===== src/rtl/bcd_timer_pkg.sv =====
// Shared types and constants for the two-digit BCD stopwatch/timer controller.
package bcd_timer_pkg;

    typedef enum logic [1:0] {
        ST_IDLE  = 2'd0,
        ST_RUN   = 2'd1,
        ST_PAUSE = 2'd2,
        ST_DONE  = 2'd3
    } state_e;

    localparam logic [3:0] BCD_MAX           = 4'd9;
    localparam logic [3:0] COUNT_TOP_ONES    = 4'd9;
    localparam logic [3:0] COUNT_TOP_TENS    = 4'd9;
    localparam logic [3:0] COUNT_BOTTOM_ONES = 4'd0;
    localparam logic [3:0] COUNT_BOTTOM_TENS = 4'd0;

    // Non-BCD preset digits (A-F) load as 9 rather than producing an illegal digit.
    function automatic logic [3:0] bcd_clamp(input logic [3:0] d);
        return (d > BCD_MAX) ? BCD_MAX : d;
    endfunction

endpackage


===== src/rtl/bcd_timer_ctrl_bcd2_updown.sv =====
// Two-digit BCD up/down counter with synchronous load (priority over enable).
// Callers gate the enable at 99/00; this block itself wraps digit-wise.
module bcd2_updown
    import bcd_timer_pkg::*;
(
    input  logic       clock,
    input  logic       reset,
    input  logic       load_i,
    input  logic [3:0] load_ones_i,
    input  logic [3:0] load_tens_i,
    input  logic       en_i,
    input  logic       down_i,
    output logic [3:0] ones_o,
    output logic [3:0] tens_o,
    output logic       at_99_o,
    output logic       at_00_o
);

    logic [3:0] ones_q, ones_d;
    logic [3:0] tens_q, tens_d;

    always_comb begin
        ones_d = ones_q;
        tens_d = tens_q;
        if (load_i) begin
            ones_d = load_ones_i;
            tens_d = load_tens_i;
        end else if (en_i && !down_i) begin
            if (ones_q == BCD_MAX) begin
                ones_d = 4'd0;
                tens_d = tens_q + 4'd1;
            end else begin
                ones_d = ones_q + 4'd1;
            end
        end else if (en_i && down_i) begin
            if (ones_q == 4'd0) begin
                ones_d = BCD_MAX;
                tens_d = tens_q - 4'd1;
            end else begin
                ones_d = ones_q - 4'd1;
            end
        end
    end

    always_ff @(posedge clock) begin
        if (reset) begin
            ones_q <= 4'd0;
            tens_q <= 4'd0;
        end else begin
            ones_q <= ones_d;
            tens_q <= tens_d;
        end
    end

    assign ones_o  = ones_q;
    assign tens_o  = tens_q;
    assign at_99_o = (ones_q == COUNT_TOP_ONES) && (tens_q == COUNT_TOP_TENS);
    assign at_00_o = (ones_q == COUNT_BOTTOM_ONES) && (tens_q == COUNT_BOTTOM_TENS);

endmodule


===== src/rtl/bcd_timer_ctrl.sv =====
// Start/pause/clear sequencer and tick prescaler for a 00-99 BCD stopwatch/down-timer.
// Optional lap-hold display capture is built only when BCD_TIMER_LAP_EN is defined.
module bcd_timer_ctrl
    import bcd_timer_pkg::*;
#(
    parameter int TICK_DIV = 50_000_000
) (
    input  logic       clock,
    input  logic       reset,
    input  logic       start_stop,
    input  logic       clear,
    input  logic       lap,
    input  logic       mode_down,
    input  logic [3:0] preset_ones,
    input  logic [3:0] preset_tens,
    output logic [3:0] count_ones,
    output logic [3:0] count_tens,
    output logic       running,
    output logic       paused,
    output logic       done,
    output logic       tick
);

    localparam int PW = (TICK_DIV > 1) ? $clog2(TICK_DIV) : 1;
    localparam logic [PW-1:0] PRESC_LAST = PW'(TICK_DIV - 1);

    state_e          state_q, state_d;
    logic            mode_q, mode_d;
    logic [PW-1:0]   presc_q, presc_d;

    logic            cnt_load, cnt_en;
    logic [3:0]      cnt_load_ones, cnt_load_tens;
    logic [3:0]      live_ones, live_tens;
    logic [3:0]      pre_ones, pre_tens;
    logic            at_99, at_00;
    logic            tick_w, term_next;

    assign pre_ones = bcd_clamp(preset_ones);
    assign pre_tens = bcd_clamp(preset_tens);
    assign tick_w   = (state_q == ST_RUN) && (presc_q == PRESC_LAST);

    // Decide DONE on the stepping edge so done rises with the terminal value.
    assign term_next = mode_q ? ((live_tens == COUNT_BOTTOM_TENS) && (live_ones == 4'd1))
                              : ((live_tens == COUNT_TOP_TENS) && (live_ones == 4'd8));

    always_comb begin
        state_d       = state_q;
        mode_d        = mode_q;
        presc_d       = presc_q;
        cnt_load      = 1'b0;
        cnt_load_ones = 4'd0;
        cnt_load_tens = 4'd0;
        cnt_en        = 1'b0;
        if (clear) begin
            state_d  = ST_IDLE;
            presc_d  = '0;
            cnt_load = 1'b1;
        end else begin
            case (state_q)
                ST_IDLE: begin
                    if (start_stop) begin
                        mode_d   = mode_down;
                        presc_d  = '0;
                        cnt_load = 1'b1;
                        if (mode_down) begin
                            cnt_load_ones = pre_ones;
                            cnt_load_tens = pre_tens;
                        end
                        state_d = (mode_down && pre_ones == 4'd0 && pre_tens == 4'd0)
                                  ? ST_DONE : ST_RUN;
                    end
                end
                ST_RUN: begin
                    if (tick_w) begin
                        cnt_en  = !(mode_q ? at_00 : at_99);
                        presc_d = '0;
                        if (term_next)       state_d = ST_DONE;
                        else if (start_stop) state_d = ST_PAUSE;
                    end else begin
                        presc_d = presc_q + 1'b1;
                        if (start_stop) state_d = ST_PAUSE;
                    end
                end
                ST_PAUSE: begin
                    if (start_stop) state_d = ST_RUN;
                end
                ST_DONE: ;
                default: state_d = ST_IDLE;
            endcase
        end
    end

    always_ff @(posedge clock) begin
        if (reset) begin
            state_q <= ST_IDLE;
            mode_q  <= 1'b0;
            presc_q <= '0;
        end else begin
            state_q <= state_d;
            mode_q  <= mode_d;
            presc_q <= presc_d;
        end
    end

    bcd2_updown u_cnt (
        .clock       (clock),
        .reset       (reset),
        .load_i      (cnt_load),
        .load_ones_i (cnt_load_ones),
        .load_tens_i (cnt_load_tens),
        .en_i        (cnt_en),
        .down_i      (mode_q),
        .ones_o      (live_ones),
        .tens_o      (live_tens),
        .at_99_o     (at_99),
        .at_00_o     (at_00)
    );

`ifdef BCD_TIMER_LAP_EN
    logic       hold_q, hold_d;
    logic [3:0] cap_ones_q, cap_ones_d;
    logic [3:0] cap_tens_q, cap_tens_d;

    always_comb begin
        hold_d     = hold_q;
        cap_ones_d = cap_ones_q;
        cap_tens_d = cap_tens_q;
        if (clear) begin
            hold_d = 1'b0;
        end else if (lap && (state_q == ST_RUN || state_q == ST_PAUSE)) begin
            hold_d = !hold_q;
            if (!hold_q) begin
                cap_ones_d = live_ones;
                cap_tens_d = live_tens;
            end
        end
        if (state_d == ST_DONE) hold_d = 1'b0;
    end

    always_ff @(posedge clock) begin
        if (reset) begin
            hold_q     <= 1'b0;
            cap_ones_q <= 4'd0;
            cap_tens_q <= 4'd0;
        end else begin
            hold_q     <= hold_d;
            cap_ones_q <= cap_ones_d;
            cap_tens_q <= cap_tens_d;
        end
    end

    assign count_ones = hold_q ? cap_ones_q : live_ones;
    assign count_tens = hold_q ? cap_tens_q : live_tens;
`else
    logic unused_lap;
    assign unused_lap = lap;
    assign count_ones = live_ones;
    assign count_tens = live_tens;
`endif

    assign running = (state_q == ST_RUN);
    assign paused  = (state_q == ST_PAUSE);
    assign done    = (state_q == ST_DONE);
    assign tick    = tick_w;

endmodule

===== config.mk =====
export PLATFORM = sky130hd
export DESIGN_NAME = bcd_timer_ctrl
export DESIGN_NICKNAME = d
export VERILOG_FILES = /design/src/rtl/bcd_timer_pkg.sv /design/src/rtl/bcd_timer_ctrl_bcd2_updown.sv /design/src/rtl/bcd_timer_ctrl.sv
export SDC_FILE = /design/constraint.sdc
export NUM_CORES = 1
export LEC_CHECK = 0
export BUFFER_PORTS_ARGS = -buffer_cell sky130_fd_sc_hd__clkbuf_2
export CAP_MARGIN = 20
export CORE_MARGIN = 2
export CORE_UTILIZATION = 60
export CTS_BUF_LIST = sky130_fd_sc_hd__clkbuf_2
export DETAILED_ROUTE_END_ITERATION = 10
export GPL_TIMING_DRIVEN = 1
export HOLD_SLACK_MARGIN = 0.05
export PLACE_DENSITY = 0.85
export SLEW_MARGIN = 40
export SYNTH_ARGS = -nofsm -noshare
export SYNTH_HDL_FRONTEND = slang
export SYNTH_SLANG_ARGS = --single-unit
export TNS_END_PERCENT = 30

===== constraint.sdc =====
create_clock -name clock -period 5.5 [get_ports clock]
set_clock_uncertainty 0.15 [all_clocks]
set_input_delay 0.55 -clock clock [delete_from_list [all_inputs] [get_ports clock]]
set_output_delay 0.55 -clock clock [all_outputs]
set_load 0.02 [all_outputs]

After elaboration in Yosys (flattened, before gate mapping)
Cells that the tools add are included.
Word-level totals
  register bits: 37
  input port bits: 14
  output and inout bits: 12
  word-level logic and storage cells: 87
Cells by class
  $add $sub $neg: 5
  $lt $le $gt $ge: 2
  equal/unequal tests: 11
  multiplexer cells: 38
  bitwise gates (word level): 1
  reductions and logical operators: 25
Operators by type and width (count)
  4-bit 2-to-1 mux: 20
  26-bit 2-to-1 mux: 2
  26-bit case mux with 2 select lines: 1
  26-bit by 1-bit adder with 26-bit output, second input constant: 1
  26-bit == test, second input constant: 1
  4-bit zero test: 4
  4-bit == test, second input constant: 3
  2-bit 2-to-1 mux: 6
  1-bit logical AND: 9
  3-bit AND reduction: 3
  3-bit nonzero test: 3
  4-bit by 1-bit adder with 4-bit output, second input constant: 2
  4-bit greater-than comparator, second input constant: 2
  1-bit 2-to-1 mux: 8
  4-bit by 1-bit subtractor with 4-bit output, second input constant: 2
  2-bit case mux with 3 select lines: 1
  2-bit == test, second input constant: 2
  4-bit by 1-bit == test with 1-bit output, second input constant: 1
  2-bit inequality test, second input constant: 2
  3-bit inequality test, second input constant: 1
  2-bit by 1-bit == test with 1-bit output, second input constant: 1
  1-bit zero test: 2
  2-bit zero test: 1
  2-bit AND reduction: 1
  other kinds (3): 3

Longest topological paths before layout
Gate-level depths: netlist of run 1.
  depth after elaboration: 11
  depth in mapped cells: 11
  gate-level depth less buffers: 11

Cells and area by module
A second synthesis of run 1 with hierarchy kept.
Unflattened totals
  cell total of the unflattened synthesis: 301
  area, all modules: 2431.1 um^2
By module, submodules not included
  bcd_timer_ctrl: instances 1, cells an instance 213, area an instance 1737.9 um^2, sequential area each 580.6 um^2
  bcd2_updown: instances 1, cells an instance 88, area an instance 693.2 um^2, sequential area each 160.2 um^2

Worst setup path after synthesis of run 1
OpenSTA, ideal clock, no wires.
  kind: reg2reg
  from: register u_cnt.tens_q[0], in the netlist u_cnt.tens_o[0]
  to: register u_cnt.tens_q[3], in the netlist u_cnt.tens_o[3]
  library setup time: 0.117 ns
  arrival time: 2.394 ns
  required time: 5.233 ns
  path slack: 2.839 ns
  cell stages (with the launch flop): 10
  path buffers: 0
  period minus slack after synthesis: 2.661 ns
  cell sequence: dfxtp_1 -> or4_4 -> o32a_2 -> o2111ai_4 -> ha_1 -> and3_2 -> o21ai_0 -> mux2i_1 -> mux2i_1 -> nand2_1
On the way
  word-level cells in the longest chain between the ends: 10
  elaborated cells between the ends (all ways): 22
  classes of those cells: add/sub (2); eq/ne (2); mux (9); reduce/logical (9)
Ends and longest elaborated chain
  start: declaration: RTL line bcd_timer_ctrl_bcd2_updown.sv:20  | logic [3:0] tens_q, tens_d;
  start signal: assignment: RTL line bcd_timer_ctrl_bcd2_updown.sv:51  | tens_q <= tens_d;
  4-bit == test / 4-bit zero test (equally long branches): RTL line bcd_timer_ctrl_bcd2_updown.sv:57, bcd_timer_ctrl_bcd2_updown.sv:58
  1-bit logical AND (on tied branches): RTL line bcd_timer_ctrl_bcd2_updown.sv:57, bcd_timer_ctrl_bcd2_updown.sv:58
  1-bit 2-to-1 mux: RTL line bcd_timer_ctrl.sv:75  | cnt_en = !(mode_q ? at_00 : at_99);
  1-bit zero test: RTL line bcd_timer_ctrl.sv:75
  1-bit 2-to-1 mux: RTL line bcd_timer_ctrl.sv:74  | if (tick_w) begin
  1-bit 2-to-1 mux: RTL line bcd_timer_ctrl.sv:59  | case (state_q)
  1-bit 2-to-1 mux: RTL line bcd_timer_ctrl.sv:54  | if (clear) begin
  1-bit logical AND (on tied branches): RTL line bcd_timer_ctrl_bcd2_updown.sv:28, bcd_timer_ctrl_bcd2_updown.sv:35
  3-bit inequality test (no source line) (tied with other cells)
  3-bit AND reduction (no source line) / 4-bit 2-to-1 mux (equally long branches)
Parallel ways exist; a longest one is shown, timed or not. The select of a mux whose other input is x is not followed.
A chain may end at the register's enable or synchronous reset.

Worst setup path after layout of run 1
  from: register mode_q
  to: register u_cnt.tens_q[3], in the netlist u_cnt.tens_o[3]
On the way
  word-level cells in the longest chain between the ends: 8
  elaborated cells between the ends (all ways): 14
  classes of those cells: eq/ne (1); mux (6); reduce/logical (7)
Ends and longest elaborated chain
  start: declaration: RTL line bcd_timer_ctrl.sv:28  | logic mode_q, mode_d;
  start signal: assignment: RTL line bcd_timer_ctrl.sv:100  | mode_q <= mode_d;
  1-bit 2-to-1 mux: RTL line bcd_timer_ctrl.sv:75
  1-bit zero test: RTL line bcd_timer_ctrl.sv:75
  1-bit 2-to-1 mux: RTL line bcd_timer_ctrl.sv:74
  1-bit 2-to-1 mux: RTL line bcd_timer_ctrl.sv:59
  1-bit 2-to-1 mux: RTL line bcd_timer_ctrl.sv:54
  1-bit logical AND (on tied branches): RTL line bcd_timer_ctrl_bcd2_updown.sv:28, bcd_timer_ctrl_bcd2_updown.sv:35
  3-bit inequality test (no source line) (tied with other cells)
  3-bit AND reduction (no source line) / 4-bit 2-to-1 mux (equally long branches)
Parallel ways exist; a longest one is shown, timed or not.

==> results by stage, run 1 <==
Timing:
- At the pin with the least slew margin, the transition time is between 0.7 and 0.8 ns.
- The final critical-path share of the clock period is 0.5287.
- The maximum clock frequency is between 300 and 400 MHz.
- The smallest clock period supported by the final layout is computed as a little under 3 ns.
- The number of pins exceeding their max-slew limit in the final report is 0.
- Setup violations remaining at the end of the flow were counted as 0.
- The total negative slack for setup checks is 0 ns.
- The worst hold slack is between 0.3 and 0.4 ns.
- The worst relative slew slack is 0.5119.
- Setup repair after global routing left no endpoint under its margin.
- The number of hold-slack violations in the final timing report is 0.

Floorplanning:
- The starting utilization of the core area is 0.6347.
- The total core area is between 3000 and 4000 um^2.
- The count of pins on the block boundary is 26.
- The floorplan step defined a die boundary enclosing 4448 um^2.
- Row generation in the floorplan step produced 22 rows.
- From left edge to right edge, the die measures roughly 67 um.
- The die is between 60 and 70 um tall.

Outcome:
- The run finished with clean final reports.

Layout:
- The sequential cells in the finished layout cover a total of 740.7 um^2.
- Compared with the post-synthesis result, the final layout area differs by 9.125%.
- The number of antenna diodes in the final layout is 0.
- Fill cells in the final layout number 305.
- The final cell count without fillers is approximately 360.
- The library cells used most frequently in the layout, excluding fill and tap cells, are sky130_fd_sc_hd__nor2_1 (42), sky130_fd_sc_hd__dfxtp_1 (37), sky130_fd_sc_hd__clkbuf_2 (29), sky130_fd_sc_hd__nand2_1 (19), sky130_fd_sc_hd__a21oi_1 (15).
- For this run, the share of the core covered by cells in the final layout is 0.6926.
- The layout net count is approximately 330.
- In the final layout, the share of cells above drive strength 1 is 0.1768.
- The multi-input logic area is 1534 um^2.
- The library cell used most frequently in the layout, excluding fill and tap cells, is sky130_fd_sc_hd__nor2_1.

CTS:
- TritonCTS built the clock tree.
- Clock tree synthesis inserted a total of 5 buffers.
- The maximum root-to-sink buffer count is 2.
- The number of sinks driven by the clock tree is 37.
- The H-tree was split into 2 levels.
- The number of gates resized after CTS is 0.
- The source-to-sink clock delay at the later pin of the worst-skew pair is roughly 0.4 ns.
- The clock root buffer is sky130_fd_sc_hd__clkbuf_2.
- Once the clock tree was built, the setup fixing pass inserted 0 buffers.
- Clock-pin slew was measured on the worst setup and hold paths at roughly 0.21 ns.
- The number of hold buffers added after cts is 0.

Synth:
- The post-synthesis async set-or-reset flop share is 0.
- Of the post-synthesis cell area, the part taken by muxes is 0.02122.
- The post-synthesis compound-gate area fraction is 0.1862.
- After synthesis, the cell types taking the most area are sky130_fd_sc_hd__dfxtp_1 (31%), sky130_fd_sc_hd__nor2_1 (6.7%), sky130_fd_sc_hd__xnor2_1 (4.8%), sky130_fd_sc_hd__ha_1 (3.7%), sky130_fd_sc_hd__xor2_1 (3.3%).
- Summed over all instances, the cell type with the most area after synthesis is sky130_fd_sc_hd__dfxtp_1.
- The share of the Yosys chip area taken by registers is 0.3141.
- For this run, the leading register cell type out of synthesis is sky130_fd_sc_hd__dfxtp_1.
- The post-synthesis cell count is 285.
- The share of synthesized area in the top cell type comes to 0.3141.
- Counting flops and latches in the post-synthesis netlist gives 37.
- The dominant combinational cell family by area after synthesis is simple AND/OR/NAND/NOR gates.
- Counting flops with a built-in enable in the synthesized netlist gives 0.
- In this run the cell area of the synthesized design comes to between 2000 and 2500 um^2.
- The netlist uses 66 different library cells.
- The yosys synthesis warning count is 0.
- Of the total synthesized cell area, the portion taken by XOR and XNOR cells is 0.08170.
- The area fraction in and, or, nand and nor cells after synthesis is 0.3241.
- Of the total synthesized cell area, the portion taken by full adders, half adders and majority gates is 0.03714.
- The number of nets handed over by synthesis was 306.
- After synthesis, the mean cell area works out to 8.275 um^2.

Power:
- The highest ir drop seen on vdd is around 160 uV.
- Dividing total power by cell area gives a power density of 200.0 nW/um^2.
- The leakage dissipation is 0.8949 nW.

Global route:
- The final global-route overflow total is 0.
- The number of global-route vias before repair is just over 2k.
- The largest net degree at the start of global routing is 27.
- The number of antenna violations at the first check in global routing came to 0.
- For this run, the total global-route usage over all layers was measured as 0.2662.
- The first global-routing pass estimated just over 9000 um of wire.

Critical path:
- In this run the worst setup path begins at mode_q.
- The worst setup path is captured at a register.
- The critical path is of the reg2reg type.
- The data arrival time at the worst-slack endpoint is between 3 and 4 ns.
- The critical register-to-register path endpoint is u_cnt.tens_o[3].
- The required time of the worst setup path is between 5 and 6 ns.
- The reg-to-reg setup timing slack is ~2.6 ns.
- STA classifies the critical path startpoint as a register.
- In this run the worst path has a maximum fanout of 10.
- In this run the critical register-to-register path is launched from mode_q.
- The number of cells on the worst reg-to-reg path is 9.

Drt:
- The number of nets still failing antenna checks after routing is 0.
- The total number of vias is approximately 2.2k.
- Wires add up to 5301 um.
- The remaining routing DRC violations is 0.
- In the final routed layout, each cell accounts on average for around 15 um.
- For this block, the initial DRC count from the detailed router was 180.
- Using the TritonRoute via totals, the vias-per-cell ratio works out to roughly 6.3.
- Before antenna repair, the detailed router went through 6 iterations.

Job:
- The max capacitance violation total is 0.

Placement:
- Routability-driven placement finished with a final weighted congestion of 0.8734.
- Including well taps, the total number of placed cells is between 300 and 400.
- The HPWL after detailed placement is 3859 um.
- The count of buffers inserted at the top-level ports is 24.

Worst hold path:
- The worst hold path belongs to the class in2reg.
- For hold timing, the worst endpoint is u_cnt.tens_o[1].
- Counting instances, the worst hold path has a depth of 3.
- The startpoint identified for the worst hold timing path is preset_tens[1].
==> synthesized netlist by cell type (2+ instances only) <==
library cell and instances:
sky130_fd_sc_hd__nand3_1 8, sky130_fd_sc_hd__ha_1 7, sky130_fd_sc_hd__nor4b_2 3, sky130_fd_sc_hd__a31o_2 2, sky130_fd_sc_hd__a21oi_1 15, sky130_fd_sc_hd__a221oi_1 3
sky130_fd_sc_hd__or3_1 3, sky130_fd_sc_hd__nor3_1 12, sky130_fd_sc_hd__nor2_2 2, sky130_fd_sc_hd__and3_1 3, sky130_fd_sc_hd__or4b_1 2, sky130_fd_sc_hd__nor2_1 42
sky130_fd_sc_hd__nor3_2 2, sky130_fd_sc_hd__nor2b_1 3, sky130_fd_sc_hd__dfxtp_1 37, sky130_fd_sc_hd__nor4_1 6, sky130_fd_sc_hd__mux2i_1 5, sky130_fd_sc_hd__nand4_1 9
sky130_fd_sc_hd__xnor2_1 13, sky130_fd_sc_hd__inv_1 10, sky130_fd_sc_hd__and4b_1 2, sky130_fd_sc_hd__a22oi_1 2, sky130_fd_sc_hd__buf_2 4, sky130_fd_sc_hd__nand2_1 19
sky130_fd_sc_hd__a31oi_1 2, sky130_fd_sc_hd__o211ai_1 2, sky130_fd_sc_hd__a211oi_1 2, sky130_fd_sc_hd__o21ai_1 3, sky130_fd_sc_hd__and4_1 2, sky130_fd_sc_hd__nor3b_1 2
sky130_fd_sc_hd__xor2_1 9, sky130_fd_sc_hd__or2_2 2, sky130_fd_sc_hd__o221a_1 2, sky130_fd_sc_hd__o21ai_0 10, sky130_fd_sc_hd__a32oi_1 2, sky130_fd_sc_hd__clkbuf_1 2
sky130_fd_sc_hd__and2_1 2
==> area by class of cell <==
type | count | share of cell area
clock buffer | 5 | 0.009723
clock inverter | 3 | 0.01604
inverter | 10 | 0.01458
multi-input combinational | 230 | 0.5960
sequential | 37 | 0.2878
tap | 48 | 0.02333
timing repair buffer | 26 | 0.05250
==> cells by family (layout without fill, tap and decap cells) <==
family / count (synthesis) / after routing
simple gates: 136 / 136
compound gates: 60 / 60
mux: 5 / 5
buf+inv: 18 / 44
fa+ha+maj: 7 / 7
flops: 37 / 37
xor+xnor: 22 / 22
==> how the worst max path moves through the flow <==
stage                           end  slack, ns  cells after the start
floorplan           u_cnt.tens_o[3]       2.84                      9
global placement    u_cnt.tens_o[3]       2.74                      9
detailed placement  u_cnt.tens_o[3]       2.65                      9
CTS                            tick       2.56                      6
global route                   tick       2.36                      6
finish              u_cnt.tens_o[3]       2.59                      9
==> layer usage <==
layer / vias to the layer above / track usage / wire length (um)
li1: 1109 / - / -
met1: 1055 / 0.3247 / 2361
met2: 70 / 0.4525 / 2593
met3: 13 / 0.05574 / 251
met4: 0 / 0.1097 / 95
met5: - / 0 / 0
==> state kept, by name, indices dropped and copies added (netlist names) <==
name          count
mode_q            1
state_q           2
u_cnt.ones_o      4
u_cnt.tens_o      4
presc_q          26
==> worst max-delay path, stage by stage (launching register included) <==
cell,delay (ns)
sky130_fd_sc_hd__dfxtp_1,0.55
sky130_fd_sc_hd__or3b_2,0.49
sky130_fd_sc_hd__o32a_2,0.23
sky130_fd_sc_hd__o2111ai_4,0.31
sky130_fd_sc_hd__ha_1,0.34
sky130_fd_sc_hd__and3_2,0.22
sky130_fd_sc_hd__o21ai_0,0.18
sky130_fd_sc_hd__mux2i_1,0.13
sky130_fd_sc_hd__mux2i_1,0.16
sky130_fd_sc_hd__nand2_1,0.06
==> metrics by stage <==
| stage | instance area, um^2 | setup slack [ns] | power, mW |
|---|---|---|---|
| global placement | 2507 | 2.741 | 0.3484 |
| finish | 2574 | 2.592 | 0.5148 |
| CTS | 2574 | 2.557 | 0.5192 |
| global route | 2574 | 2.364 | 0.5358 |
| floorplan | 2359 | 2.839 | 0.3307 |
| detailed placement | 2507 | 2.646 | 0.3500 |
==> where the power goes <==
part           internal (mW)  total [mW]  switching [mW]
sequential             0.273       0.281         0.00807
combinational         0.0255      0.0653          0.0399
clock                 0.0752       0.169          0.0935
total                  0.373       0.515           0.141
Power figures use the tool's default switching activity.
==> inputs of run 2 (changes only) <==
--- a/config.mk
+++ b/config.mk
@@ -5,6 +5,7 @@
 export SDC_FILE = /design/constraint.sdc
 export NUM_CORES = 1
 export LEC_CHECK = 0
+export ABC_AREA = 1
 export BUFFER_PORTS_ARGS = -buffer_cell sky130_fd_sc_hd__clkbuf_2
 export CAP_MARGIN = 20
 export CORE_MARGIN = 2
==> constraint.sdc (replaced) <==
create_clock -name clock -period 3 [get_ports clock]
set_clock_uncertainty 0.15 [all_clocks]
set_input_delay 0.3 -clock clock [delete_from_list [all_inputs] [get_ports clock]]
set_output_delay 0.3 -clock clock [all_outputs]
set_load 0.02 [all_outputs]
==> run 2 against run 1 <==
  * Sequential power up 86%
  * Clock power up 35%
  * Sequential cell count unchanged
  * Routed wire length up 12%
  * Sequential share of layout area down 2.0 points
  * Critical endpoint unchanged
  * Largest power group unchanged
==> results by stage, run 2 <==
Synth:
- The number of distinct library cells after synthesis is 38.
- The synthesized netlist occupies a cell area of ~2500 um^2.
- The number of flops mapped to enable cells by yosys is 0.
- Sorting the synthesized cells by area gives the leading types as sky130_fd_sc_hd__dfxtp_1 (29%), sky130_fd_sc_hd__nand2_1 (11%), sky130_fd_sc_hd__nor2_1 (8.1%), sky130_fd_sc_hd__inv_1 (7.2%), sky130_fd_sc_hd__a21oi_1 (4.8%).
- A synthesized cell averages around 6.6 um^2.
- The synthesized netlist net count is 402.
- The register bit count reported by yosys is 37.
- Of the synthesized area, sequential elements account for 0.2944.
- The post-synthesis cell count is around 380.
- The most frequent cell after synthesis is sky130_fd_sc_hd__nand2_1.
- The share of synthesized area in the top cell type comes to 0.2944.
- Of all cell types, the one taking the most synthesized area is sky130_fd_sc_hd__dfxtp_1.
- The post-synthesis async set-or-reset flop share is 0.
- In the synthesized netlist the dominant register cell turns out to be sky130_fd_sc_hd__dfxtp_1.
- The yosys synthesis warning count is 0.
- Counting instances in the post-synthesis netlist gives the leading cell types as sky130_fd_sc_hd__nand2_1 (71), sky130_fd_sc_hd__nor2_1 (54), sky130_fd_sc_hd__inv_1 (48), sky130_fd_sc_hd__dfxtp_1 (37), sky130_fd_sc_hd__a21oi_1 (24).

Job:
- The tool flagged a number of max-cap violations equal to 0.

Outcome:
- The flow ran to the end, and the final reports show no timing, DRC or antenna violations.

Floorplanning:
- 26 I/O pins were placed.
- The total area inside the core boundary comes to 4029 um^2.
- The initial utilization of the core area, before any placement, comes to 0.6245.
- Measured along the y axis, the die boundary spans 68.76 um.
- The die covers around 4700 um^2.
- In this run the core area contains 23 standard-cell rows.
- The width of the die is between 60 and 70 um.

Critical path:
- The maximum fanout count along the critical path is 9.
- The required time of the worst setup path is 3.21 ns.
- The data arrival time at the worst-slack endpoint is ~2.9 ns.
- The critical path is of the reg2reg type.
- Traced cell by cell, the critical path runs through inv_1 -> ha_1 -> inv_2 -> nor2_1 -> nand2_1 -> nor2_1 -> nand2_2 -> nor2_8 -> nand3_4 -> ha_1 -> nand2_1 -> nand3b_1 -> nand3_1 -> nand3_1 -> a21oi_1.
- The worst setup path is launched from a register.
- For this run, the slowest stage of the critical path takes 0.41 ns.
- The critical path's slowest cell is sky130_fd_sc_hd__dfxtp_1.
- The worst setup path is captured at a register.

Drt:
- The sum of routed wire segments on met1 is between 2000 and 3000 um.
- After detailed routing, the met3 layer carries about 330 um of wire.
- Across all layers, the routed design uses 2581 vias.
- In the detailed route, the total length drawn on met2 is about 3000 um.
- Dividing the detail-routed wire length by the instance count gives roughly 13 um.
- The number of nets still failing antenna checks after routing is 0.
- In the routed layout, each cell is associated on average with a via count of between 5 and 6.
- The total wirelength of the detailed-routed design is a little under 6000 um.
- The number of violations reported at the end of detailed-routing iteration 0 is between 100 and 150.
- For this run, design rule violations remaining after detail routing come to 0.
- Routed signal wires occupy layers up through met4.
- The first TritonRoute pass finished after 4 iterations.

Timing:
- The number of hold-slack violations in the final timing report was 0.
- Setup repair after global routing left no endpoint under its margin.
- Headroom to the max-slew limit came out at 0.6240.
- The number of pins exceeding their max-slew limit in the final report came to 0.
- The worst hold slack is roughly 0.1 ns.
- The maximum clock frequency is 377.8 MHz.
- The total negative slack for setup checks is 0 ns.
- Dividing the final minimum period by the clock period gives 0.8824.
- Setup violations remaining at the end of the flow were counted as 0.
- The transition time at the pin with the least slew margin is about 0.56 ns.
- The worst path in the final design needs a cycle of about 2.6 ns, including I/O delays and setup.

Layout:
- The finished layout holds roughly 470 standard cells, fillers aside.
- From synthesis to final layout, the design area changed by 9.896%.
- The most common library cell in the layout ignoring fill and taps is sky130_fd_sc_hd__nand2_1.
- The flip-flop count of the largest register after layout is 26.
- In the final layout, the share of cells above drive strength 1 is 0.1759.
- The register bank with the most flops is presc_q.
- After the last flow step, the layout net total stands at between 400 and 500.
- In the layout the commonest cells are sky130_fd_sc_hd__nand2_1 (71), sky130_fd_sc_hd__nor2_1 (54), sky130_fd_sc_hd__inv_1 (48), sky130_fd_sc_hd__dfxtp_1 (37), sky130_fd_sc_hd__clkbuf_2 (30).
- The number of antenna diodes is 0.

CTS:
- The CTS tree is done.
- The number of clock buffers added by TritonCTS is 5.
- In this run the post-CTS setup repair buffer count came out at 0.
- For this design, the sink count on the clock tree is 37.
- CTS built an H-tree with a depth of 2.
- Clock-pin slew was measured on the worst setup and hold paths at 0.20 ns.
- The clock passes through at most 2 buffers.
- The clock reaches the later pin of the worst-skew pair after 0.41 ns.
- The clock root buffer is sky130_fd_sc_hd__clkbuf_2.

Placement:
- The number of placed instances, taps included, is approximately 450.
- The HPWL after detailed placement is roughly 4500 um.
- The routability-driven placement congestion ratio is ~0.96.
- The count of buffers inserted at the top-level ports is 24.

Global route:
- The global router's overall resource usage is 0.2723.
- Entering global routing, the biggest net connects 20 pins.
- The number of antenna violations at the first check in global routing is 0.
- The number of global-route vias before repair is 2341.
- The global-route wire length before repair is a little under 10000 um.
- The final global-route overflow total is 0.

Power:
- The total power per unit cell area is about 330 nW/um^2.
- For this design the static power due to leakage is 1.172 nW.
- The highest ir drop seen on vdd is ~210 uV.

Worst hold path:
- The worst hold-check path type is in2reg.
[run 2: per-layer routing]
metal | global-route usage | vias up
met5 | 0 | -
met4 | 0.1250 | 0
met3 | 0.04870 | 12
met2 | 0.4796 | 73
met1 | 0.3196 | 1177
li1 | - | 1319
[run 2: worst max-delay path: cells and delay by family, from the launching register on]
kind	cells	cell delay, ns
simple gates	10	1.08
fa+ha+maj	2	0.62
flops	1	0.41
buf+inv	2	0.21
compound gates	1	0.14
[run 2: layout make-up]
class	instances	area, um^2
multi-input combinational	286	1554
fill	378	1264
sequential	37	740.7
inverter	56	210.2
timing repair buffer	28	157.7
tap	50	62.56
clock buffer	6	30.03
clock inverter	2	10.01
[run 2: power by group]
group / switching (mW) / leakage (nW) / internal (mW)
sequential: 0.0184 / 0.300 / 0.504
clock: 0.169 / 0.0327 / 0.0585
combinational: 0.112 / 0.840 / 0.0602
[run 2: final timing paths]
path,start,to,slack [ns],cells past startpoint
min,preset_ones[3],u_cnt.ones_o[1],0.1,4
max,state_q[1],u_cnt.tens_o[3],0.35,15
min reg2reg,presc_q[6],presc_q[6],0.34,2
max reg2reg,state_q[1],u_cnt.tens_o[3],0.35,15
[run 2: kinds of logic after synthesis]
family / count (synthesis) / synth area share
flops: 37 / 0.2944
xor+xnor: 8 / 0.02785
buf+inv: 58 / 0.08801
fa+ha+maj: 7 / 0.03481
compound gates: 57 / 0.1288
simple gates: 214 / 0.4262
[run 2: metrics by stage]
step	cell area, um^2	power, mW	util	worst slack (ns)
after global placement	2695	0.6950	0.6689	0.4766
after CTS	2765	0.9313	0.6863	0.3333
final	2765	0.9225	0.6863	0.3529
after detailed placement	2695	0.6997	0.6689	0.3826
after global routing	2765	0.9744	0.6863	0.1115
after floorplan	2516	0.6504	-	0.4311
[run 2: timing repair]
item / in CTS / in global routing
resized for setup: 0 / 0
endpoints found under the hold margin: 4 / 0
setup endpoints to repair: 0 / 0
hold buffers: 3 / 0
==> inputs of run 3 (changes only) <==
--- a/config.mk
+++ b/config.mk
@@ -14,7 +14,7 @@
 export DETAILED_ROUTE_END_ITERATION = 10
 export GPL_TIMING_DRIVEN = 1
 export HOLD_SLACK_MARGIN = 0.05
-export PLACE_DENSITY = 0.85
+export PLACE_DENSITY_LB_ADDON = 0.15
 export SLEW_MARGIN = 40
 export SYNTH_ARGS = -nofsm -noshare
 export SYNTH_HDL_FRONTEND = slang
==> constraint.sdc (replaced) <==
create_clock -name clock -period 3.1 [get_ports clock]
set_clock_uncertainty 0.15 [all_clocks]
set_input_delay 0.31 -clock clock [delete_from_list [all_inputs] [get_ports clock]]
set_output_delay 0.31 -clock clock [all_outputs]
set_load 0.02 [all_outputs]
==> run 3 against run 2 <==
  * Non-clock buffer count fell by 1
  * Routed wire length decreased by 0.90%
  * Die area is the same
  * First-iteration DRC count grew 1.5%
  * Final area fell by 0.45%
  * Combinational power shrank 3%
  * Critical path depth fell by 1
  * Worst setup slack improved by 0.11 ns
  * Largest cell class unchanged
  * Core utilization down 0.31 points
  * Count of clock-buffer cells in the layout is 1 lower
  * Maximum frequency grew 0.28%
  * Via count is 1.7% lower
==> results by stage, run 3 (synthesized netlist as in run 2, its figures left out) <==
Outcome:
- The run finished with clean final reports.

CTS:
- The source-to-sink clock delay at the later pin of the worst-skew pair is 0.42 ns.
- The clock buffer count from CTS is 5.
- The clock slew seen by the registers of the worst setup and hold paths is 0.21 ns.
- The maximum root-to-sink buffer count is 2.
- The CTS tree is done.
- The clock drives 37 sinks.
- The tree is rooted in a sky130_fd_sc_hd__clkbuf_2.
- The setup fix buffers added after clock tree synthesis is 0.
- The H-tree was split into 2 levels.

Floorplanning:
- The area enclosed by the die boundary is between 4000 and 5000 um^2.
- The width of the die is approximately 69 um.
- For this configuration, the core starts out at a cell density of 0.6245.
- The die is 68.76 um tall.
- 26 I/O pins were placed.
- The total core area is between 4000 and 5000 um^2.
- The number of rows in the core area is 23.

Power:
- For this design the ratio of total power to cell area is roughly 320 nW/um^2.
- The leakage dissipation is between 1 and 1.5 nW.
- VDD sags by at most 216.7 uV.
- After layout, the design draws a total of roughly 0.89 mW.

Critical path:
- Measured in cells, the most critical reg-to-reg path has a length of 14.
- STA classifies the critical path startpoint as a register.
- Of all nets on the critical path, the largest fanout is 9.
- The kind of capture point of the worst setup path is a register.
- The start-to-end type of the worst setup path is reg2reg.
- STA puts the critical path data required time at about 3.3 ns.
- The data arrival time at the worst-slack endpoint is about 2.9 ns.

Worst hold path:
- The worst hold path passes through 3 cells.
- The worst hold-check path type is in2reg.

Layout:
- 0 antenna diodes ended up in the layout.
- The register with the most flip-flops in the layout has 26 of them.
- Of the cells placed in the final design, the portion with a size suffix greater than 1 is 0.1715.
- Relative to the synthesized area, the layout overhead comes to 9.398%.
- The library cells used most frequently in the layout, excluding fill and tap cells, are sky130_fd_sc_hd__nand2_1 (71), sky130_fd_sc_hd__nor2_1 (54), sky130_fd_sc_hd__inv_1 (48), sky130_fd_sc_hd__dfxtp_1 (37), sky130_fd_sc_hd__clkbuf_2 (29).
- For this run, the post-layout net count is between 400 and 500.
- The final cell count without fillers is between 400 and 500.
- The number of fill cells is roughly 380.
- The final core utilization is 0.6832.
- The library cell used most frequently in the layout, excluding fill and tap cells, is sky130_fd_sc_hd__nand2_1.
- The register bank with the most flops is presc_q.
- The final instance area is 2753 um^2.

Drt:
- The detailed router finished its first iteration with between 100 and 150 violations.
- The total wirelength of the detailed-routed design is slightly below 6000 um.
- The via count normalized by instance count is between 5 and 6.
- The number of nets still failing antenna checks after routing is 0.
- The detailed router placed around 2.5k vias in this run.
- The number of search-and-repair iterations in the first detailed-routing pass is 5.
- After detailed routing, the number of remaining DRC violations is 0.
- The detail-routed net length per standard cell is roughly 13 um.

Timing:
- Once routing completed, OpenROAD measured the worst setup slack at between 0.4 and 0.5 ns.
- The number of pins exceeding their max-slew limit in the final report is 0.
- For the pin with the worst max-slew slack, the measured transition is 0.5938 ns.
- The worst relative slew slack is 0.6027.
- Hold timing on the final database bottoms out at a slack of approximately 0.10 ns.
- In the final timing run, aggregate negative setup slack is 0 ns.
- The number of hold-slack violations in the final timing report was 0.
- Setup repair after global routing left no endpoint under its margin.
- Static timing analysis puts the maximum clock frequency at between 300 and 400 MHz.
- In the finished design, the share of the clock period the worst path needs comes to 0.8515.
- The shortest clock period the worst path allows after layout is about 2.6 ns.
- Setup violations remaining at the end of the flow were counted as 0.

Global route:
- The number of global-route vias before repair is between 2k and 2.5k.
- The global-route wire length before repair is around 9300 um.
- After global routing the overflow that remains totals 0.
- The global router's overall resource usage is 0.2641.
- The number of antenna violations at the first check in global routing is 0.
- The largest net degree at the start of global routing is 20.

Placement:
- Summed over all nets, the half-perimeter wirelength after detailed placement is ~4600 um.
- Before CTS, the worst setup slack after placement is 0.4885 ns.
- The count of buffers inserted at the top-level ports is 24.
- The number of placed cells counting well taps is approximately 450.
- Summing all placed instances gives a cell area of around 2700 um^2.
- At the end of routability-driven placement, the weighted congestion stood at 0.9119.

Job:
- Max-cap violations in this run came to 0.
run 3: path summary, 6_finish.rpt:
| check | end | slack [ns] | start |
|---|---|---|---|
| worst max-delay path | u_cnt.tens_o[3] | 0.46 | state_q[0] |
| worst min-delay path | u_cnt.ones_o[2] | 0.10 | preset_ones[2] |
| worst max register to register | u_cnt.tens_o[3] | 0.46 | state_q[0] |
| worst min register to register | presc_q[6] | 0.33 | presc_q[6] |
run 3: cell type report:
class	count	area [um^2]	area share
clock inverter	3	12.51	0.004545
timing repair buffer	27	147.6	0.05364
clock buffer	5	25.02	0.009091
multi-input combinational	286	1554	0.5645
sequential	37	740.7	0.2691
tap	50	62.56	0.02273
inverter	56	210.2	0.07636
run 3: power by group:
group | internal, mW | switching, mW
Sequential | 0.488 | 0.0167
Combinational | 0.0578 | 0.109
Clock | 0.0493 | 0.167
Total | 0.595 | 0.292
run 3: what timing repair did:
item | in CTS | in global routing
hold endpoints to repair | 3 | 0
gates resized for setup | 0 | 0
hold buffers | 2 | 0
run 3: worst max-delay path: stages (launching register included):
cell	delay (ns)
sky130_fd_sc_hd__dfxtp_1	0.46
sky130_fd_sc_hd__ha_1	0.29
sky130_fd_sc_hd__inv_2	0.11
sky130_fd_sc_hd__nor2_1	0.09
sky130_fd_sc_hd__nand2_1	0.05
sky130_fd_sc_hd__nor2_1	0.13
sky130_fd_sc_hd__nand2_2	0.10
sky130_fd_sc_hd__nor2_8	0.15
sky130_fd_sc_hd__nand3_4	0.14
sky130_fd_sc_hd__ha_1	0.37
sky130_fd_sc_hd__nand2_1	0.06
sky130_fd_sc_hd__nand3b_1	0.17
sky130_fd_sc_hd__nand3_1	0.09
sky130_fd_sc_hd__nand3_1	0.08
sky130_fd_sc_hd__a21oi_1	0.14
run 3: layer usage:
metal,vias to the layer above,GRT usage,part of all wire
met5,-,0,0
met4,0,0.09559,0.014
met3,6,0.05195,0.057
met2,80,0.4736,0.50
met1,1128,0.3106,0.43
li1,1323,-,-
